==> src/rtl/k2_program_loader.sv <==
// Writable instruction store and load/run sequencer for the K2 processor.
// Optional feature: define CHECKSUM_EN to require a trailing checksum beat per load.
module k2_program_loader #(
    parameter int ADDR_W         = 4,
    parameter int INST_W         = 8,
    parameter int RELEASE_CYCLES = 2
) (
    input  logic              clk,
    input  logic              rst_n,
    input  logic              load_start,
    input  logic              ld_valid,
    input  logic [INST_W-1:0] ld_data,
    input  logic              ld_last,
    output logic              ld_ready,
    input  logic [ADDR_W-1:0] ProgramAddress,
    output logic [INST_W-1:0] instruction_data,
    output logic              cpu_rst_n,
    output logic              loading,
    output logic              done,
    output logic              err
);

    localparam int DEPTH = 2 ** ADDR_W;
    localparam int REL_W = (RELEASE_CYCLES > 1) ? $clog2(RELEASE_CYCLES) : 1;

    typedef enum logic [2:0] {
        S_IDLE,
        S_LOAD,
        S_CHECK,
        S_RELEASE,
        S_RUN
    } state_t;

`ifdef CHECKSUM_EN
    localparam state_t AFTER_LOAD = S_CHECK;
`else
    localparam state_t AFTER_LOAD = S_RELEASE;
`endif

    state_t            state;
    state_t            state_next;
    logic [ADDR_W-1:0] wr_ptr;
    logic [REL_W-1:0]  rel_cnt;
    logic              accept;
    logic              final_beat;
    logic              load_entry;
    logic [INST_W-1:0] mem [DEPTH];

`ifdef CHECKSUM_EN
    logic [INST_W-1:0] sum;
`endif

    assign accept     = ld_valid && ld_ready;
    assign final_beat = accept && (ld_last || wr_ptr == ADDR_W'(DEPTH - 1));
    assign load_entry = (state != S_LOAD) && (state_next == S_LOAD);

    always_comb begin
        state_next = state;
        unique case (state)
            S_IDLE:    if (load_start) state_next = S_LOAD;
            S_LOAD:    if (final_beat) state_next = AFTER_LOAD;
`ifdef CHECKSUM_EN
            S_CHECK:   if (accept) state_next = (ld_data == sum) ? S_RELEASE : S_IDLE;
`endif
            S_RELEASE: if (rel_cnt == REL_W'(RELEASE_CYCLES - 1)) state_next = S_RUN;
            S_RUN:     if (load_start) state_next = S_LOAD;
            default:   state_next = S_IDLE;
        endcase
    end

    // Outputs are registered from the next state so they change on the same edge as the state.
    always_ff @(posedge clk) begin
        if (!rst_n) begin
            state     <= S_IDLE;
            wr_ptr    <= '0;
            rel_cnt   <= '0;
            ld_ready  <= 1'b0;
            loading   <= 1'b0;
            done      <= 1'b0;
            cpu_rst_n <= 1'b0;
        end else begin
            state     <= state_next;
            ld_ready  <= (state_next == S_LOAD) || (state_next == S_CHECK);
            loading   <= (state_next == S_LOAD) || (state_next == S_CHECK);
            done      <= (state_next == S_RUN);
            cpu_rst_n <= (state_next == S_RUN);

            if (load_entry)
                wr_ptr <= '0;
            else if (state == S_LOAD && accept && !final_beat)
                wr_ptr <= wr_ptr + 1'b1;

            if (state == S_RELEASE && state_next == S_RELEASE)
                rel_cnt <= rel_cnt + 1'b1;
            else
                rel_cnt <= '0;
        end
    end

    // NOTE: the store has no reset; a program must survive a reset of the sequencer.
    always_ff @(posedge clk) begin
        if (rst_n && state == S_LOAD && accept)
            mem[wr_ptr] <= ld_data;
    end

`ifdef CHECKSUM_EN
    always_ff @(posedge clk) begin
        if (!rst_n) begin
            sum <= '0;
            err <= 1'b0;
        end else if (load_entry) begin
            sum <= '0;
            err <= 1'b0;
        end else if (state == S_LOAD && accept) begin
            sum <= sum + ld_data;
        end else if (state == S_CHECK && accept && ld_data != sum) begin
            err <= 1'b1;
        end
    end
`else
    assign err = 1'b0;
`endif

    // Fetches return zero until a complete program is in place.
    always_comb begin
        instruction_data = '0;
        if (state == S_RELEASE || state == S_RUN)
            instruction_data = mem[ProgramAddress];
    end

endmodule

==> config.mk <==
export PLATFORM = sky130hd
export DESIGN_NAME = k2_program_loader
export DESIGN_NICKNAME = d
export VERILOG_FILES = /design/src/rtl/k2_program_loader.sv
export SDC_FILE = /design/constraint.sdc
export NUM_CORES = 1
export LEC_CHECK = 0
export ABC_AREA = 0
export CORE_UTILIZATION = 50
export CTS_CLUSTER_DIAMETER = 120
export DETAILED_ROUTE_END_ITERATION = 8
export PLACE_DENSITY = 0.73
export SKIP_CTS_REPAIR_TIMING = 1
export SYNTH_ARGS = -nofsm -noshare
export SYNTH_HDL_FRONTEND = slang
export SYNTH_SLANG_ARGS = --single-unit
==> constraint.sdc <==
create_clock -name clk -period 2.5 [get_ports clk]
set_clock_uncertainty 0.1 [all_clocks]
set_input_delay 0.5 -clock clk [delete_from_list [all_inputs] [get_ports clk]]
set_output_delay 0.5 -clock clk [all_outputs]
set_load 0.05 [all_outputs]
==> reports/qor.yml, run 1 <==
run_status: "complete, but fails checks"
violations: "negative setup slack"
start_util_pct: 51.2
grt_max_degree: 19
ant_nets: 0
gr-usage-all-layers_pct: 20.1
crit_fanout: 1
synth_area_sq_um: 5550
overflow: 0
finalInstanceArea_sq_um: 6880
period_share_pct: 112
synth_cells: 277
portBuffers: 28
drt_pass1_iterations: 5
die_x_microns: 107
setup_viol: 8
clockBufferDepth: 2
setup_ws_ns: -0.299
synth_cell_type_count: 37
drive_gt1_share_pct: 32.3
worstPathArrival_ns: 2.20
layout.nets: 366
synthFlopType: "edfxtp_1"
cts_tree: "yes"
clock-root-buffer: "clkbuf_8"
power_density_nw_per_um2: 743
tightestPinTransition_ns: 0.623
cts_buffers: 17
synth_edf_count: 128
finalWirelength_microns: 10500
dpl.hpwl_microns: 6840
fin_crit_ns: 2.80
p_leak_nw: 2.34
max-slew-margin-rel_pct: 58.4
synth.ff_latch_count: 138
dpl-instance-area_sq_um: 6160
clk_latency_ns: 0.51
synth_fa_ha_area_share_pct: 0.902
grt_pass1_vias: 2834
drt_iter0_markers: 233
whs_path_depth: 2
die_y_microns: 107
syn_nets: 298
htree_levels: 4
grt_antenna_before_repair: 0
cap_violations: 0
end_kind: "output pin"
yosysWarnings: 0
rsz0062_at_grt: "true"
die_area_sq_um: 11500
gp_congestion: 0.727
clk_pin_slew_ns: 0.06
yosysTopAreaCell: "edfxtp_1"
viasPerCell: 5.61
drc_errors: 0
critical-path-max-stage-delay_ns: 0.50
syn_area_per_cell_sq_um: 20.0
ys_seq_area_share_pct: 72.9
diodes: 0
cts_sinks: 138
synth-simple-area-share_pct: 5.43
core-area_sq_um: 10800
num_rows: 38
hold_viol: 0
path_cells: "mux4_2 > mux2_4 > a221o_2 > buf_8"
critical_path_class: "register to output pin"
async_reset_ff_share_pct: 0
required_ns: 1.90
routedWlPerCell_microns: 21.1
yosys-top-cells-area: "edfxtp_1 (69%), mux4_1 (9.0%), mux4_2 (5.3%), dfxtp_1 (3.6%), mux2_2 (1.6%)"
vdd_ir_drop_max_uv: 370
via_count: 2785
synth_xor_xnor_area_share_pct: 0.316
ios: 30
grt_pass1_wl_microns: 16000
synth_top_area_share_pct: 69.3
clock.fmax_ghz: 0.357
finalMaxSlewViolations: 0
r2r_cells: 6
critPathLaunchType: "register"
worst_path_max_delay_cell: "mux4_2"
area_growth_pct: 24.0
synth_top_family_by_area: "multiplexers"
hold_path.class: "register to register"
muxShareOfSynthArea_pct: 16.1
synth_compound_area_share_pct: 2.41
finalPower_mw: 5.11
[flip-flops by register name, indices dropped and copies added (netlist names)]
register / cells
rel_cnt: 1
mem: 128
wr_ptr: 4
loading: 1
state: 3
done: 1
[per-stage QoR]
| step | hold slack (ns) | setup WS, ns | cells | TNS [ns] | utilization (%) |
|---|---|---|---|---|---|
| finish | 0.420 | -0.299 | 496 | -2.23 | 63.5 |
| global route | 0.462 | -0.356 | 496 | -2.72 | 63.5 |
| CTS | 0.428 | -0.594 | 492 | -4.63 | 61.9 |
| detailed placement | 0.414 | -0.511 | 462 | -3.93 | 56.8 |
| global placement | 0.398 | -0.486 | 462 | -3.74 | 56.8 |
| floorplan | 0.379 | -0.0566 | 277 | -0.371 | - |
[cell usage after synthesis (all sizes together) (2+ instances only)]
library cell and count:
edfxtp 128, mux4 32, nor2 19, buf 10
dfxtp 10, nand2 10, nor2b 10, a221o 8
mux2 8, a21boi 4, clkbuf 4, ha 4
nand2b 4, nor3 4, nand3 3, and3b 2
inv 2, nor3b 2
[where the power goes]
| part | leakage (nW) | switching [mW] | total (mW) | internal [mW] |
|---|---|---|---|---|
| registers | 1.23 | 0.00328 | 2.53 | 2.53 |
| logic | 0.844 | 0.115 | 0.240 | 0.124 |
| clock network | 0.267 | 0.851 | 2.34 | 1.49 |
| total | 2.34 | 0.969 | 5.11 | 4.14 |
[cells by family after synthesis]
| kind of cell | Yosys count |
|---|---|
| other | 1 |
| XOR/XNOR | 2 |
| AO/OA/AOI/OAI | 16 |
| flip-flops | 138 |
| buffers and inverters | 16 |
| multiplexers | 41 |
| adder cells (fa/ha/maj) | 4 |
| AND/OR/NAND/NOR | 59 |
[metal layers]
metal / up-vias / GRT usage (%) / part of all wire [%]
met5: - / 0 / 0
met4: 0 / 7.63 / 2.0
met3: 16 / 6.84 / 6.9
met2: 104 / 32.3 / 50
met1: 1406 / 25.3 / 41
li1: 1259 / - / -
[cell usage in the layout (no fill, tap or decap), drive strengths merged, types with 2 or more instances in the layout]
cell and instances:
nand2b 4, nor2 19, clkdlybuf4s50 17, bufinv 3
dfxtp 10, nand3 3, buf 41, clkinv 6
nand2 10, nor3b 2, a21boi 4, nor2b 10
ha 4, nor3 4, mux4 32, dlymetal6s2s 2
inv 2, edfxtp 128, and3b 2, clkbuf 23
a221o 8, mux2 8
[worst max-delay path, delay by kind of cell (launching register included)]
kind	cells	cell delay [ns]
compound gates	1	0.35
mux	2	0.80
flops	1	0.37
buf+inv	1	0.15
[cell type report]
type / count / area [sq um]
inverter: 2 / 7.51
clock inverter: 10 / 128
multi-input combinational: 123 / 1400
tap: 140 / 175
sequential: 138 / 4040
fill: 747 / 3960
clock buffer: 20 / 425
timing repair buffer: 63 / 704
[path summary, 6_finish.rpt]
path | startpoint | to | slack (ns)
max | mem[10][3] | instruction_data[3] | -0.30
min | rel_cnt | state[2] | 0.42
max reg2reg | state[0] | mem[0][0] | 0.66
min reg2reg | rel_cnt | state[2] | 0.42
Note: power is estimated with default switching activity, not from simulation.
==> run 2, diff against run 1 <==
--- a/config.mk
+++ b/config.mk
@@ -11,6 +11,7 @@
 export DETAILED_ROUTE_END_ITERATION = 8
 export PLACE_DENSITY = 0.73
 export SKIP_CTS_REPAIR_TIMING = 1
+export SLEW_MARGIN = 10
 export SYNTH_ARGS = -nofsm -noshare
 export SYNTH_HDL_FRONTEND = slang
 export SYNTH_SLANG_ARGS = --single-unit
==> results of run 2 <==
Final layout, timing and power as in run 1 (identical DEF).
==> run 3, diff against run 2 <==
==> constraint.sdc (replaced) <==
create_clock -name clk -period 2.4 [get_ports clk]
set_clock_uncertainty 0.1 [all_clocks]
set_input_delay 0.48 -clock clk [delete_from_list [all_inputs] [get_ports clk]]
set_output_delay 0.48 -clock clk [all_outputs]
set_load 0.05 [all_outputs]
==> reports/qor.yml, run 3 (synthesized netlist as in run 1, its figures left out) <==
htree_levels: 4
worstPathArrival_ns: 2.25
critical-path-max-stage-delay_ns: 0.53
cap_violations: 0
clock.fmax_ghz: 0.353
area_growth_pct: 25.5
final_util_pct: 64.2
seq_area_sq_um: 4050
core-area_sq_um: 10800
hold_path.class: "register to register"
ios: 30
die_x_microns: 107
drc_errors: 0
drive_gt1_share_pct: 34.3
critPathLaunch: "mem[10][7]"
portBuffers: 28
pwr-share-seq_pct: 46.8
swShare_pct: 19.2
grt_max_degree: 19
drt_pass1_iterations: 4
grt_pass1_vias: 2846
pwr-share-clk_pct: 48.4
cts_sinks: 138
tightestPinTransition_ns: 0.704
grt_pass1_wl_microns: 16900
dp_cells: 463
violations: "negative setup slack"
die_y_microns: 107
run_status: "complete, but fails checks"
top_regs: "mem x128, wr_ptr x4, state x3"
final-instance-count-excl-fill: 501
path_cells: "mux4_2 > mux2_2 > a221o_2 > buf_6"
rsz0062_at_grt: "true"
final.setup.tns_ns: -3.11
finalMaxSlewViolations: 0
setup_viol: 8
crit_path_end: "instruction_data[7]"
overflow: 0
clockBufferDepth: 2
layout.nets: 369
grt_antenna_before_repair: 0
worst_path_max_delay_cell: "mux4_2"
viasPerCell: 5.69
vdd_ir_drop_max_uv: 533
max-slew-margin-rel_pct: 52.9
min_from: "rel_cnt"
rrSetupSlack_ns: 0.43
fillCellCount: 711
clock-root-buffer: "clkbuf_8"
reg2reg_to: "mem[3][4]"
clk_latency_ns: 0.52
diodes: 0
crit_fanout: 1
critical_path_class: "register to output pin"
layout_commonest_cell: "edfxtp_1"
cts_tree: "yes"
worstReg2RegStart: "state[1]"
largest_reg_flops: 128
hold_viol: 0
combPwrFrac_pct: 4.7
end_kind: "output pin"
gr-usage-all-layers_pct: 21.4
period_share_pct: 118
cts_buffers: 17
setup_ws_ns: -0.434
routedWlPerCell_microns: 23.6
mostFrequentLayoutCells: "edfxtp_1 (128), buf_4 (29), mux4_2 (28)"
start_util_pct: 51.2
drt_iter0_markers: 243
num_rows: 38
via_count: 2853
clk_pin_slew_ns: 0.06
finalWirelength_microns: 11800
die_area_sq_um: 11500
power_density_nw_per_um2: 808
gp_congestion: 0.793
ant_nets: 0
fin_crit_ns: 2.83
required_ns: 1.82
critPathLaunchType: "register"
p_sw_mw: 1.08
top_register: "mem"
cellInternalPower_mw: 4.54
multiInputGateArea_sq_um: 1400
dpl.hpwl_microns: 6830
p_leak_nw: 2.38
r2r_cells: 6
==> run 3: cell type report <==
| class | instances | area share, % |
|---|---|---|
| clock buffers | 18 | 6.00 |
| clock inverters | 14 | 2.91 |
| inverters | 2 | 0.108 |
| multi-input cells | 123 | 20.1 |
| flip-flops and latches | 138 | 58.1 |
| well taps | 140 | 2.52 |
| repair buffers | 66 | 10.3 |
==> run 3: worst min-delay path by stage <==
stage | endpoint | slack, ns | cells after the start
after floorplan | done | 0.38 | 2
after global placement | state[2] | 0.42 | 2
after detailed placement | done | 0.42 | 2
after CTS | state[2] | 0.43 | 2
after global routing | state[2] | 0.46 | 2
final | state[2] | 0.43 | 2
==> run 3: layer usage <==
| metal | GRT usage, % | part of all wire (%) |
|---|---|---|
| met5 | 0 | 0 |
| met4 | 8.90 | 2.7 |
| met3 | 5.27 | 7.3 |
| met2 | 32.7 | 49 |
| met1 | 29.6 | 41 |
==> run 3: critical path: cells and delay by family, from the launching register on <==
family | cells | cell delay, ns
muxes | 2 | 0.84
buffers and inverters | 1 | 0.16
AOI/OAI and AO/OA | 1 | 0.35
DFF | 1 | 0.39
==> run 3: power groups by stage <==
stage	Clock, mW	Combinational [mW]	Sequential [mW]
2_1_floorplan	0	0.125	2.69
3_3_place_gp	0	0.232	2.68
3_5_place_dp	0	0.238	2.68
4_1_cts	2.76	0.241	2.63
5_1_grt	2.84	0.279	2.63
6_report	2.72	0.266	2.63
==> run 3: through the flow <==
stage | hold slack (ns) | area (sq um) | setup slack (ns) | total power, mW
2_1_floorplan | 0.379 | 5540 | -0.117 | 2.81
3_3_place_gp | 0.418 | 6140 | -0.589 | 2.92
3_5_place_dp | 0.422 | 6140 | -0.611 | 2.92
4_1_cts | 0.433 | 6760 | -0.609 | 5.64
5_1_grt | 0.460 | 6960 | -0.484 | 5.75
6_report | 0.427 | 6960 | -0.434 | 5.62
